--- src/rtl/ram1_ctrl_if.sv ---
// ram1_ctrl_if: CPU requester and ram1 SRAM signals of the ram1_ctrl front-end.
//   master : CPU requesters plus the SRAM read-data return (test/system side)
//   slave  : ram1_ctrl itself
//   IF  side : if_req, if_addr -> if_rdata, if_done
//   MEM side : mem_req, mem_we, mem_addr, mem_wdata -> mem_rdata, mem_done
//   stall    : pipeline freeze, combinational
//   SRAM     : ram_addr, ram_wdata, ram_write out; ram_rdata in
interface ram1_ctrl_if;
    localparam int unsigned AW = 18;
    localparam int unsigned DW = 16;

    logic          if_req;
    logic [AW-1:0] if_addr;
    logic [DW-1:0] if_rdata;
    logic          if_done;
    logic          mem_req;
    logic          mem_we;
    logic [AW-1:0] mem_addr;
    logic [DW-1:0] mem_wdata;
    logic [DW-1:0] mem_rdata;
    logic          mem_done;
    logic          stall;
    logic [AW-1:0] ram_addr;
    logic [DW-1:0] ram_wdata;
    logic          ram_write;
    logic [DW-1:0] ram_rdata;

    modport master (
        output if_req, if_addr, mem_req, mem_we, mem_addr, mem_wdata, ram_rdata,
        input  if_rdata, if_done, mem_rdata, mem_done, stall,
               ram_addr, ram_wdata, ram_write
    );

    modport slave (
        input  if_req, if_addr, mem_req, mem_we, mem_addr, mem_wdata, ram_rdata,
        output if_rdata, if_done, mem_rdata, mem_done, stall,
               ram_addr, ram_wdata, ram_write
    );
endinterface

--- src/rtl/ram1_ctrl.sv ---
// ram1_ctrl: sequential front-end for the ram1 SRAM port. Arbitrates between the
// instruction-fetch (IF) and data-memory (MEM) requesters and runs each access as
// an IDLE -> ACCESS (WAIT_CYCLES cycles) -> DONE transaction with address, write
// data and direction registered and held for the whole transaction.
//   clk : system clock, also the ram1 strobe source
//   rst : asynchronous active-low reset
//   bus : ram1_ctrl_if.slave (requester ports, stall, SRAM ports)
// Optional feature: define RAM1_CTRL_RR_ARB_EN for round-robin arbitration
// (default build is fixed MEM-over-IF priority).
module ram1_ctrl #(
    parameter int unsigned WAIT_CYCLES = 1
) (
    input  logic        clk,
    input  logic        rst,
    ram1_ctrl_if.slave  bus
);
    localparam int unsigned AW    = 18;
    localparam int unsigned DW    = 16;
    localparam int unsigned CNT_W = 3;

    typedef enum logic [1:0] {
        S_IDLE   = 2'd0,
        S_ACCESS = 2'd1,
        S_DONE   = 2'd2
    } state_e;

    typedef enum logic {
        G_IF  = 1'b0,
        G_MEM = 1'b1
    } grant_e;

    state_e           state_q,     state_d;
    logic [CNT_W-1:0] cnt_q,       cnt_d;
    grant_e           gnt_q,       gnt_d;
    logic [AW-1:0]    addr_q,      addr_d;
    logic [DW-1:0]    wdata_q,     wdata_d;
    logic             write_q,     write_d;
    logic [DW-1:0]    if_rdata_q,  if_rdata_d;
    logic [DW-1:0]    mem_rdata_q, mem_rdata_d;
    logic             if_done_q,   if_done_d;
    logic             mem_done_q,  mem_done_d;
    logic             pick_mem;
    logic             last_cyc;

`ifdef RAM1_CTRL_RR_ARB_EN
    grant_e           last_q,      last_d;

    // On a collision the requester not granted last wins
    always_comb begin
        pick_mem = bus.mem_req;
        if (bus.mem_req && bus.if_req) begin
            pick_mem = (last_q == G_IF);
        end
    end
`else
    // Fixed MEM-over-IF priority
    always_comb begin
        pick_mem = bus.mem_req;
    end
`endif

    assign last_cyc = (cnt_q == CNT_W'(WAIT_CYCLES - 1));

    // Next-state and datapath
    always_comb begin
        state_d     = state_q;
        cnt_d       = cnt_q;
        gnt_d       = gnt_q;
        addr_d      = addr_q;
        wdata_d     = wdata_q;
        write_d     = write_q;
        if_rdata_d  = if_rdata_q;
        mem_rdata_d = mem_rdata_q;
        if_done_d   = 1'b0;
        mem_done_d  = 1'b0;
`ifdef RAM1_CTRL_RR_ARB_EN
        last_d      = last_q;
`endif
        unique case (state_q)
            S_IDLE: begin
                if (bus.mem_req || bus.if_req) begin
                    gnt_d   = pick_mem ? G_MEM : G_IF;
                    addr_d  = pick_mem ? bus.mem_addr : bus.if_addr;
                    wdata_d = bus.mem_wdata;
                    write_d = pick_mem & bus.mem_we;
                    cnt_d   = '0;
                    state_d = S_ACCESS;
`ifdef RAM1_CTRL_RR_ARB_EN
                    last_d  = pick_mem ? G_MEM : G_IF;
`endif
                end
            end
            S_ACCESS: begin
                cnt_d = cnt_q + CNT_W'(1);
                if (last_cyc) begin
                    // Reads sample ram_rdata at the edge ending the last low phase
                    if (!write_q) begin
                        if (gnt_q == G_MEM) mem_rdata_d = bus.ram_rdata;
                        else                if_rdata_d  = bus.ram_rdata;
                    end
                    if (gnt_q == G_MEM) mem_done_d = 1'b1;
                    else                if_done_d  = 1'b1;
                    write_d = 1'b0;
                    state_d = S_DONE;
                end
            end
            S_DONE: begin
                state_d = S_IDLE;
            end
            default: begin
                state_d = S_IDLE;
            end
        endcase
    end

    // State and output registers
    always_ff @(posedge clk or negedge rst) begin
        if (!rst) begin
            state_q     <= S_IDLE;
            cnt_q       <= '0;
            gnt_q       <= G_IF;
            addr_q      <= '0;
            wdata_q     <= '0;
            write_q     <= 1'b0;
            if_rdata_q  <= '0;
            mem_rdata_q <= '0;
            if_done_q   <= 1'b0;
            mem_done_q  <= 1'b0;
`ifdef RAM1_CTRL_RR_ARB_EN
            last_q      <= G_IF;
`endif
        end else begin
            state_q     <= state_d;
            cnt_q       <= cnt_d;
            gnt_q       <= gnt_d;
            addr_q      <= addr_d;
            wdata_q     <= wdata_d;
            write_q     <= write_d;
            if_rdata_q  <= if_rdata_d;
            mem_rdata_q <= mem_rdata_d;
            if_done_q   <= if_done_d;
            mem_done_q  <= mem_done_d;
`ifdef RAM1_CTRL_RR_ARB_EN
            last_q      <= last_d;
`endif
        end
    end

    assign bus.ram_addr  = addr_q;
    assign bus.ram_wdata = wdata_q;
    assign bus.ram_write = write_q;
    assign bus.if_rdata  = if_rdata_q;
    assign bus.mem_rdata = mem_rdata_q;
    assign bus.if_done   = if_done_q;
    assign bus.mem_done  = mem_done_q;

    // Freeze the pipeline while any request is pending and not completing now
    assign bus.stall = (bus.if_req & ~if_done_q) | (bus.mem_req & ~mem_done_q);

endmodule

--- src/flat_wrapper.sv ---
// flat-port wrapper written by rule: the top's interface ports become plain ports
module ram1_ctrl_flat 
#(
    parameter int unsigned WAIT_CYCLES = 1
)
  (clk, rst, bus_if_req, bus_if_addr, bus_mem_req, bus_mem_we, bus_mem_addr, bus_mem_wdata, bus_ram_rdata, bus_if_rdata, bus_if_done, bus_mem_rdata, bus_mem_done, bus_stall, bus_ram_addr, bus_ram_wdata, bus_ram_write);
  ram1_ctrl_if bus_i ();
  input  logic clk;
  input  logic rst;
  input wire logic [$bits(bus_i.if_req)-1:0] bus_if_req;
  input wire logic [$bits(bus_i.if_addr)-1:0] bus_if_addr;
  input wire logic [$bits(bus_i.mem_req)-1:0] bus_mem_req;
  input wire logic [$bits(bus_i.mem_we)-1:0] bus_mem_we;
  input wire logic [$bits(bus_i.mem_addr)-1:0] bus_mem_addr;
  input wire logic [$bits(bus_i.mem_wdata)-1:0] bus_mem_wdata;
  input wire logic [$bits(bus_i.ram_rdata)-1:0] bus_ram_rdata;
  output wire logic [$bits(bus_i.if_rdata)-1:0] bus_if_rdata;
  output wire logic [$bits(bus_i.if_done)-1:0] bus_if_done;
  output wire logic [$bits(bus_i.mem_rdata)-1:0] bus_mem_rdata;
  output wire logic [$bits(bus_i.mem_done)-1:0] bus_mem_done;
  output wire logic [$bits(bus_i.stall)-1:0] bus_stall;
  output wire logic [$bits(bus_i.ram_addr)-1:0] bus_ram_addr;
  output wire logic [$bits(bus_i.ram_wdata)-1:0] bus_ram_wdata;
  output wire logic [$bits(bus_i.ram_write)-1:0] bus_ram_write;
  assign bus_i.if_req = bus_if_req;
  assign bus_i.if_addr = bus_if_addr;
  assign bus_i.mem_req = bus_mem_req;
  assign bus_i.mem_we = bus_mem_we;
  assign bus_i.mem_addr = bus_mem_addr;
  assign bus_i.mem_wdata = bus_mem_wdata;
  assign bus_i.ram_rdata = bus_ram_rdata;
  assign bus_if_rdata = bus_i.if_rdata;
  assign bus_if_done = bus_i.if_done;
  assign bus_mem_rdata = bus_i.mem_rdata;
  assign bus_mem_done = bus_i.mem_done;
  assign bus_stall = bus_i.stall;
  assign bus_ram_addr = bus_i.ram_addr;
  assign bus_ram_wdata = bus_i.ram_wdata;
  assign bus_ram_write = bus_i.ram_write;
  ram1_ctrl #(.WAIT_CYCLES(WAIT_CYCLES)) u_core (.clk(clk), .rst(rst), .bus(bus_i));
endmodule
--- config.mk ---
export PLATFORM = sky130hd
export DESIGN_NAME = ram1_ctrl_flat
export DESIGN_NICKNAME = d
export VERILOG_FILES = /design/src/rtl/ram1_ctrl_if.sv /design/src/rtl/ram1_ctrl.sv /design/src/flat_wrapper.sv
export SDC_FILE = /design/constraint.sdc
export NUM_CORES = 1
export LEC_CHECK = 0
export CAP_MARGIN = 20
export CORE_AREA = 2 2 87 89
export CTS_CLUSTER_SIZE = 20
export DETAILED_ROUTE_END_ITERATION = 10
export DIE_AREA = 0 0 89 91
export GPL_ROUTABILITY_DRIVEN = 0
export PLACE_DENSITY = 0.84
export SETUP_SLACK_MARGIN = 0.02
export SYNTH_ARGS = -nofsm -noshare
export SYNTH_HDL_FRONTEND = slang
export SYNTH_SLANG_ARGS = --single-unit
export TNS_END_PERCENT = 5
--- constraint.sdc ---
create_clock -name clk -period 4.1 [get_ports clk]
set_input_delay 1.025 -clock clk [delete_from_list [all_inputs] [get_ports clk]]
set_output_delay 1.025 -clock clk [all_outputs]
set_load 0.005 [all_outputs]
# After elaboration in Yosys (flattened, before gate mapping)
# Cells that the tools add are included.
# word_totals
regBits,75
inputBits,73
# classes
addsub,1
n_eq_ne,3
muxes,16
n_bitwise,8
reduce_logical,10
# op_table
op,count
2-to-1 mux 18 bit,1
2-to-1 mux 1 bit,9
AND reduction 4 bit,2
case mux 3 bit (2 select lines),1
AND reduction 2 bit,3
2-to-1 mux 2 bit,2
"!= test 2 x 1 -> 1 bit, second input constant",2
inverter 1 bit,4
case mux 2 bit (2 select lines),1
"adder 3 x 1 -> 3 bit, second input constant",1
bitwise AND 1 bit,3
zero test 3 bit,1
2-to-1 mux 3 bit,1
AND reduction 3 bit,1
"== test 2 x 1 -> 1 bit, second input constant",1
zero test 2 bit,1
case mux 1 bit (2 select lines),1
nonzero test 2 bit,1
logical OR 1 bit,1
bitwise OR 1 bit,1

# Logic depth before layout (Yosys ltp)
# Gate-level depths: netlist (run 1).
# depth
word_depth,3
ltp_mapped,7

# Worst setup path before layout (run 1)
# No wires, ideal clock.
# synth_timing
kind,input-to-output
from,in bus_if_req
to,out bus_stall
arrival_time_ps,1227
t_required_ps,3075
setup_slack_ps,1848
stages,2
path_buffers,0
cell_sequence,inv_1 > o22ai_1
# synth_between
elab_chain_len,2
# synth_rtl
element,line,source
"start, declared",flat_wrapper.sv:10,input wire logic [$bits(bus_i.if_req)-1:0] bus_if_req;
bitwise AND 1 bit,ram1_ctrl.sv:158,assign bus.stall = (bus.if_req & ~if_done_q) | (bus.mem_req & ~mem_done_q);
bitwise OR 1 bit,ram1_ctrl.sv:158,
"end, declared",flat_wrapper.sv:21,output wire logic [$bits(bus_i.stall)-1:0] bus_stall;
# Every way passes these cells.

# Worst setup path after layout (run 1)
# Ends and elaborated chain as after synthesis.

==> flow_summary.ini, run 1 <==
[power_and_ir_drop]
p_sw_mw = 0.955
vdd_drop_max_mv = 0.374
p_per_area_nw_per_um2 = 719
switching_share_pct = 27.7
power_frac_comb_pct = 45.8
p_seq_share_pct = 38.4
clkPwrFrac_pct = 15.8
p_int_mw = 2.50
p_total_mw = 3.45
p_leak_nw = 1.99

[setup_path]
r2r_start = u_core.cnt_q[0]
rr_worst_depth = 5
arrival_ns = 2.32
crit_type = primary input to output port
crit_required_ns = 3.07
start_kind = primary input
r2r_end = u_core.bus.if_rdata[4]
path_max_fanout = 2
end_kind = output port
reg2reg_slack_ns = 2.08

[synth]
synthDistinctLibCells = 24
syn_nets = 273
yosysSeqAreaShare_pct = 60.7
ys.flop_type = dfrtp_1
ys_warn_count = 0
async_flop_share_pct = 100
syn_area_um2 = 3090
synth_area_per_cell_um2 = 15.6
ys_ff_latch = 75
synth_edf_count = 0
synthCells = 198

[detailed_routing]
wl_um = 6970
drc = 0
vias = 2145
detail_route.wl_per_cell_um = 15.6
ant_nets = 0
dr.pass1.iters = 4
viasPerCell = 4.79
first_iter_violations = 41

[timing]
skew_ns = 0.00789
max_slew_margin_pct = 39.5
slew_viol_final = 0
period_share_pct = 81.5
worst_slew_pin_slew_ns = 0.907
max_freq_ghz = 0.299
rsz0062_at_grt = false
setup_violations = 0
hold_viol = 0
setup-tns-final_ns = 0
timing.final.crit_period_ns = 3.34

[clocking]
clk_latency_ns = 0.33
tritoncts = done
clk_path_buf_depth = 2
path_clk_slew_ns = 0.07
post_cts_buffers = 0
cts_hold_buf = 0
cts_buffers = 9
clock_sinks = 75
h-tree-depth = 3
cts_resized = 0
cts.root.buffer_cell = clkbuf_8

[global_routing]
grt_pass1_wl_um = 10900
grt_use_total_pct = 17.7
antenna_found_initial = 0
grt_max_degree = 76
overflow = 0
grt_pass1_vias = 2299

[layout]
antenna_cells = 0
drive_above_1_share_pct = 30.4
fin_area_um2 = 4800
final_cell_mix = clkdlybuf4s50_1, mux2_2, dfrtp_1, clkbuf_8, inv_1
area_delta_synth_final_pct = 55.1
fin_nets = 419
regArea_um2 = 1880
layout_commonest_cell = clkdlybuf4s50_1
fill_cells = 577
multi_input_area_um2 = 1150

[hold_path]
hold_start = u_core.bus.ram_wdata[12]
min_to = u_core.bus.ram_wdata[12]
worst_hold_path_type = flop to flop
whs_path_depth = 1

[placed_design]
dpl_cell_area_um2 = 4610
dp_hpwl_um = 5160
port_buffers = 142

[floorplanning]
core_area_um2 = 7140
die_w_um = 89
io_pins = 143
dieArea_um2 = 8100
fp.dieH_um = 91
rows = 31
start_util_pct = 43.4

[run_status]
status = finished, final reports clean

[flow_run]
drv_cap = 0
## synth_stat cells, types with 2 or more instances
master    count  area share [%]
buf_2         5            0.81
dfrtp_1      75              61
mux2_2       85              31
nand2_1       3            0.36
ha_1          2            0.81
o22ai_1       2            0.40
clkbuf_1      2            0.24
nor2_1        2            0.24
inv_1         6            0.73
nand2b_1      2            0.40
## layer usage
| metal | wire length (um) | vias up | track usage [%] |
|---|---|---|---|
| met2 | 3730 | 83 | 31.6 |
| met4 | 150 | 0 | 7.09 |
| met1 | 2600 | 1067 | 19.0 |
| met5 | 0 | - | 0 |
| li1 | - | 984 | - |
| met3 | 488 | 11 | 5.64 |
## layout make-up
type | count | share of cell area, %
clock buffer | 11 | 2.95
clock inverter | 5 | 1.09
inverter | 6 | 0.469
multi-input combinational | 108 | 23.9
sequential | 75 | 39.1
tap | 99 | 2.58
timing repair buffer | 144 | 29.9
## power groups by stage
stage / Clock, mW / Sequential [mW] / Combinational (mW)
global route: 0.599 / 1.37 / 1.69
floorplan: 0 / 1.35 / 0.662
finish: 0.545 / 1.33 / 1.58
CTS: 0.568 / 1.33 / 1.61
detailed placement: 0 / 1.35 / 1.60
global placement: 0 / 1.32 / 1.56
## worst max-delay path, stage by stage
cell	delay (ns)
clkdlybuf4s50_1	0.46
inv_1	0.07
o22ai_1	0.21
clkdlybuf4s50_1	0.55
## flip-flops by register name, summed over array words and instances, names as in the netlist
signal / cells
u_core.bus.if_done: 1
u_core.bus.if_rdata: 16
u_core.bus.mem_done: 1
u_core.bus.mem_rdata: 16
u_core.bus.ram_addr: 18
u_core.bus.ram_wdata: 16
u_core.bus.ram_write: 1
u_core.cnt_q: 3
u_core.gnt_q: 1
u_core.state_q: 2
## kinds of logic (layout without fill, tap and decap cells)
group | count (synthesis) | in the layout | synth area share (%)
AOI/OAI and AO/OA | 5 | 5 | 1.05
and+or+nand+nor | 14 | 14 | 3.32
DFF | 75 | 75 | 60.7
adders and majority gates | 2 | 2 | 0.809
muxes | 86 | 86 | 31.3
xor gates and xnor gates | 1 | 1 | 0.283
buffers and inverters | 15 | 166 | 2.63
## worst max path at each step
stage,cells past startpoint,startpoint,to
6_report,4,bus_if_req,bus_stall
3_5_place_dp,4,bus_if_req,bus_stall
2_1_floorplan,2,bus_if_req,bus_stall
5_1_grt,4,bus_if_req,bus_stall
4_1_cts,4,bus_if_req,bus_stall
3_3_place_gp,4,bus_if_req,bus_stall
## stage by stage
stage / instances / util (%) / hold slack (ns) / setup WS (ns)
global placement: 432 / 64.5 / 0.484 / 0.798
CTS: 448 / 67.3 / 0.510 / 0.721
floorplan: 198 / - / 0.465 / 1.85
detailed placement: 432 / 64.5 / 0.492 / 0.718
finish: 448 / 67.3 / 0.506 / 0.760
global route: 448 / 67.3 / 0.513 / 0.690
No activity file was read; power rests on OpenSTA's default activity.
==> inputs of run 2 (changes only) <==
--- a/config.mk
+++ b/config.mk
@@ -6,12 +6,12 @@
 export NUM_CORES = 1
 export LEC_CHECK = 0
 export CAP_MARGIN = 20
-export CORE_AREA = 2 2 87 89
+export CORE_AREA = 2 2 95 97
 export CTS_CLUSTER_SIZE = 20
 export DETAILED_ROUTE_END_ITERATION = 10
-export DIE_AREA = 0 0 89 91
+export DIE_AREA = 0 0 97 99
 export GPL_ROUTABILITY_DRIVEN = 0
-export PLACE_DENSITY = 0.84
+export PLACE_DENSITY = 0.74
 export SETUP_SLACK_MARGIN = 0.02
 export SYNTH_ARGS = -nofsm -noshare
 export SYNTH_HDL_FRONTEND = slang
==> constraint.sdc (replaced) <==
create_clock -name clk -period 2.7 [get_ports clk]
set_input_delay 0.675 -clock clk [delete_from_list [all_inputs] [get_ports clk]]
set_output_delay 0.675 -clock clk [all_outputs]
set_load 0.005 [all_outputs]
==> flow_summary.ini, run 2 (synthesis results as in run 1) <==
[timing]
rsz0062_at_grt = false
timing.final.crit_period_ns = 2.58
hold_ws_ns = 0.471
hold_viol = 0
period_share_pct = 95.6
max_freq_ghz = 0.387
worst_slew_pin_slew_ns = 0.929
slew_viol_final = 0
skew_ns = 0.00646
max_slew_margin_pct = 38.1
setup-tns-final_ns = 0
setup_violations = 0

[setup_path]
path_max_fanout = 2
crit_type = primary input to output port
end_kind = output port
path_cells = clkdlybuf4s50_1 -> inv_1 -> o22ai_1 -> clkdlybuf4s50_1
r2r_start = u_core.cnt_q[0]
crit_required_ns = 2.03
critical_path.top_delay_family = buffers and inverters
start_kind = primary input
critPathMaxStageDelay_ns = 0.53
cp_slowest_cell = clkdlybuf4s50_1
arrival_ns = 1.91
critPathLaunch = bus_if_req
path_common_cell = clkdlybuf4s50_1
cp.buffers_inverters = 3

[global_routing]
overflow = 0
grt_use_total_pct = 14.7
antenna_found_initial = 0
grt_pass1_vias = 2354
grt_max_degree = 76
grt_pass1_wl_um = 11400

[run_status]
status = finished, final reports clean

[power_and_ir_drop]
p_leak_nw = 1.97
vdd_drop_max_mv = 0.526
switching_share_pct = 27.9
power_frac_comb_pct = 47.0
clkPwrFrac_pct = 13.6
p_sw_mw = 1.42
p_int_mw = 3.68
p_seq_share_pct = 39.5
p_per_area_nw_per_um2 = 1070

[detailed_routing]
first_iter_violations = 28
drc = 0
wl_um = 6910
vias = 2132
dr.pass1.iters = 3
ant_nets = 0
viasPerCell = 4.67
detail_route.wl_per_cell_um = 15.1

[placed_design]
port_buffers = 142
dp_hpwl_um = 5110

[clocking]
clk_latency_ns = 0.33
cts_resized = 0
tritoncts = done
path_clk_slew_ns = 0.07
clock_sinks = 75
cts_buffers = 9
h-tree-depth = 3
cts.root.buffer_cell = clkbuf_8
cts_hold_buf = 0
clk_path_buf_depth = 2
post_cts_buffers = 0

[layout]
fill_cells = 745
drive_above_1_share_pct = 30.1
largest_reg_flops = 18
layout_commonest_cell = clkdlybuf4s50_1
fin_nets = 421
area_delta_synth_final_pct = 54.5
antenna_cells = 0
final_cell_mix = clkdlybuf4s50_1, mux2_2, dfrtp_1, clkbuf_8, inv_1

[floorplanning]
die_w_um = 97
rows = 34
fp.dieH_um = 99
io_pins = 143
start_util_pct = 36.2
core_area_um2 = 8550
dieArea_um2 = 9600

[flow_run]
drv_cap = 0

[hold_path]
worst_hold_path_type = primary input to asynchronous set/reset pin
==> run 2: cell types whose count changed in the layout (fill, tap and decap cells not counted) <==
cell       delta
clkinv_2      -1
bufinv_16     -1
clkbuf_8      -1
clkbuf_1      +1
buf_4         +2
==> run 2: worst register-to-register path: stages, from the launching register on <==
cell,delay [ns]
dfrtp_1,0.40
inv_1,0.08
ha_1,0.22
nand4bb_4,0.14
or3_1,0.66
mux2_2,0.40
==> run 2: final cells by class <==
| class | instances | area [um^2] | share of cell area (%) |
|---|---|---|---|
| Clock buffer | 11 | 131 | 2.75 |
| Clock inverter | 3 | 17.5 | 0.366 |
| Inverter | 6 | 22.5 | 0.471 |
| Multi-Input combinational cell | 108 | 1150 | 24.0 |
| Sequential cell | 75 | 1880 | 39.3 |
| Tap cell | 108 | 135 | 2.83 |
| Timing Repair Buffer | 146 | 1450 | 30.3 |
==> run 2: path summary, 6_finish.rpt <==
| kind | cells past startpoint | to | slack [ns] |
|---|---|---|---|
| max in group asynchronous | 1 | u_core.gnt_q | 1.61 |
| worst max register to register | 5 | u_core.bus.if_rdata[1] | 0.69 |
| worst min register to register | 1 | u_core.bus.if_done | 0.50 |
| worst min-delay path | 1 | u_core.bus.ram_addr[11] | 0.47 |
| min in group clk | 1 | u_core.bus.if_done | 0.50 |
| worst max-delay path | 4 | bus_stall | 0.12 |
==> run 2: routing by layer <==
metal	part of all wire, %	track usage, %	vias to the layer above
met5	0	0	-
met4	1.3	5.63	0
met3	7.7	5.39	9
met2	50	24.9	77
met1	41	17.2	1059
li1	-	-	987
==> run 2: power by group through the flow <==
stage / logic, mW / clock network [mW] / registers, mW
finish: 2.40 / 0.692 / 2.01
global route: 2.58 / 0.783 / 2.09
CTS: 2.45 / 0.726 / 2.02
detailed placement: 2.44 / 0 / 2.04
global placement: 2.38 / 0 / 2.01
floorplan: 1.00 / 0 / 2.05
==> run 2: through the flow <==
step           worst slack (ns)  utilization [%]  total power [mW]  instance area [um^2]  instances
3_3_place_gp              0.120             54.2              4.39                  4630        443
4_1_cts                  0.0938             55.9              5.20                  4780        457
3_5_place_dp             0.0971             54.2              4.48                  4630        443
5_1_grt                  0.0483             55.9              5.45                  4780        457
6_report                  0.118             55.9              5.10                  4780        457
2_1_floorplan             0.948                -              3.05                  3090        198
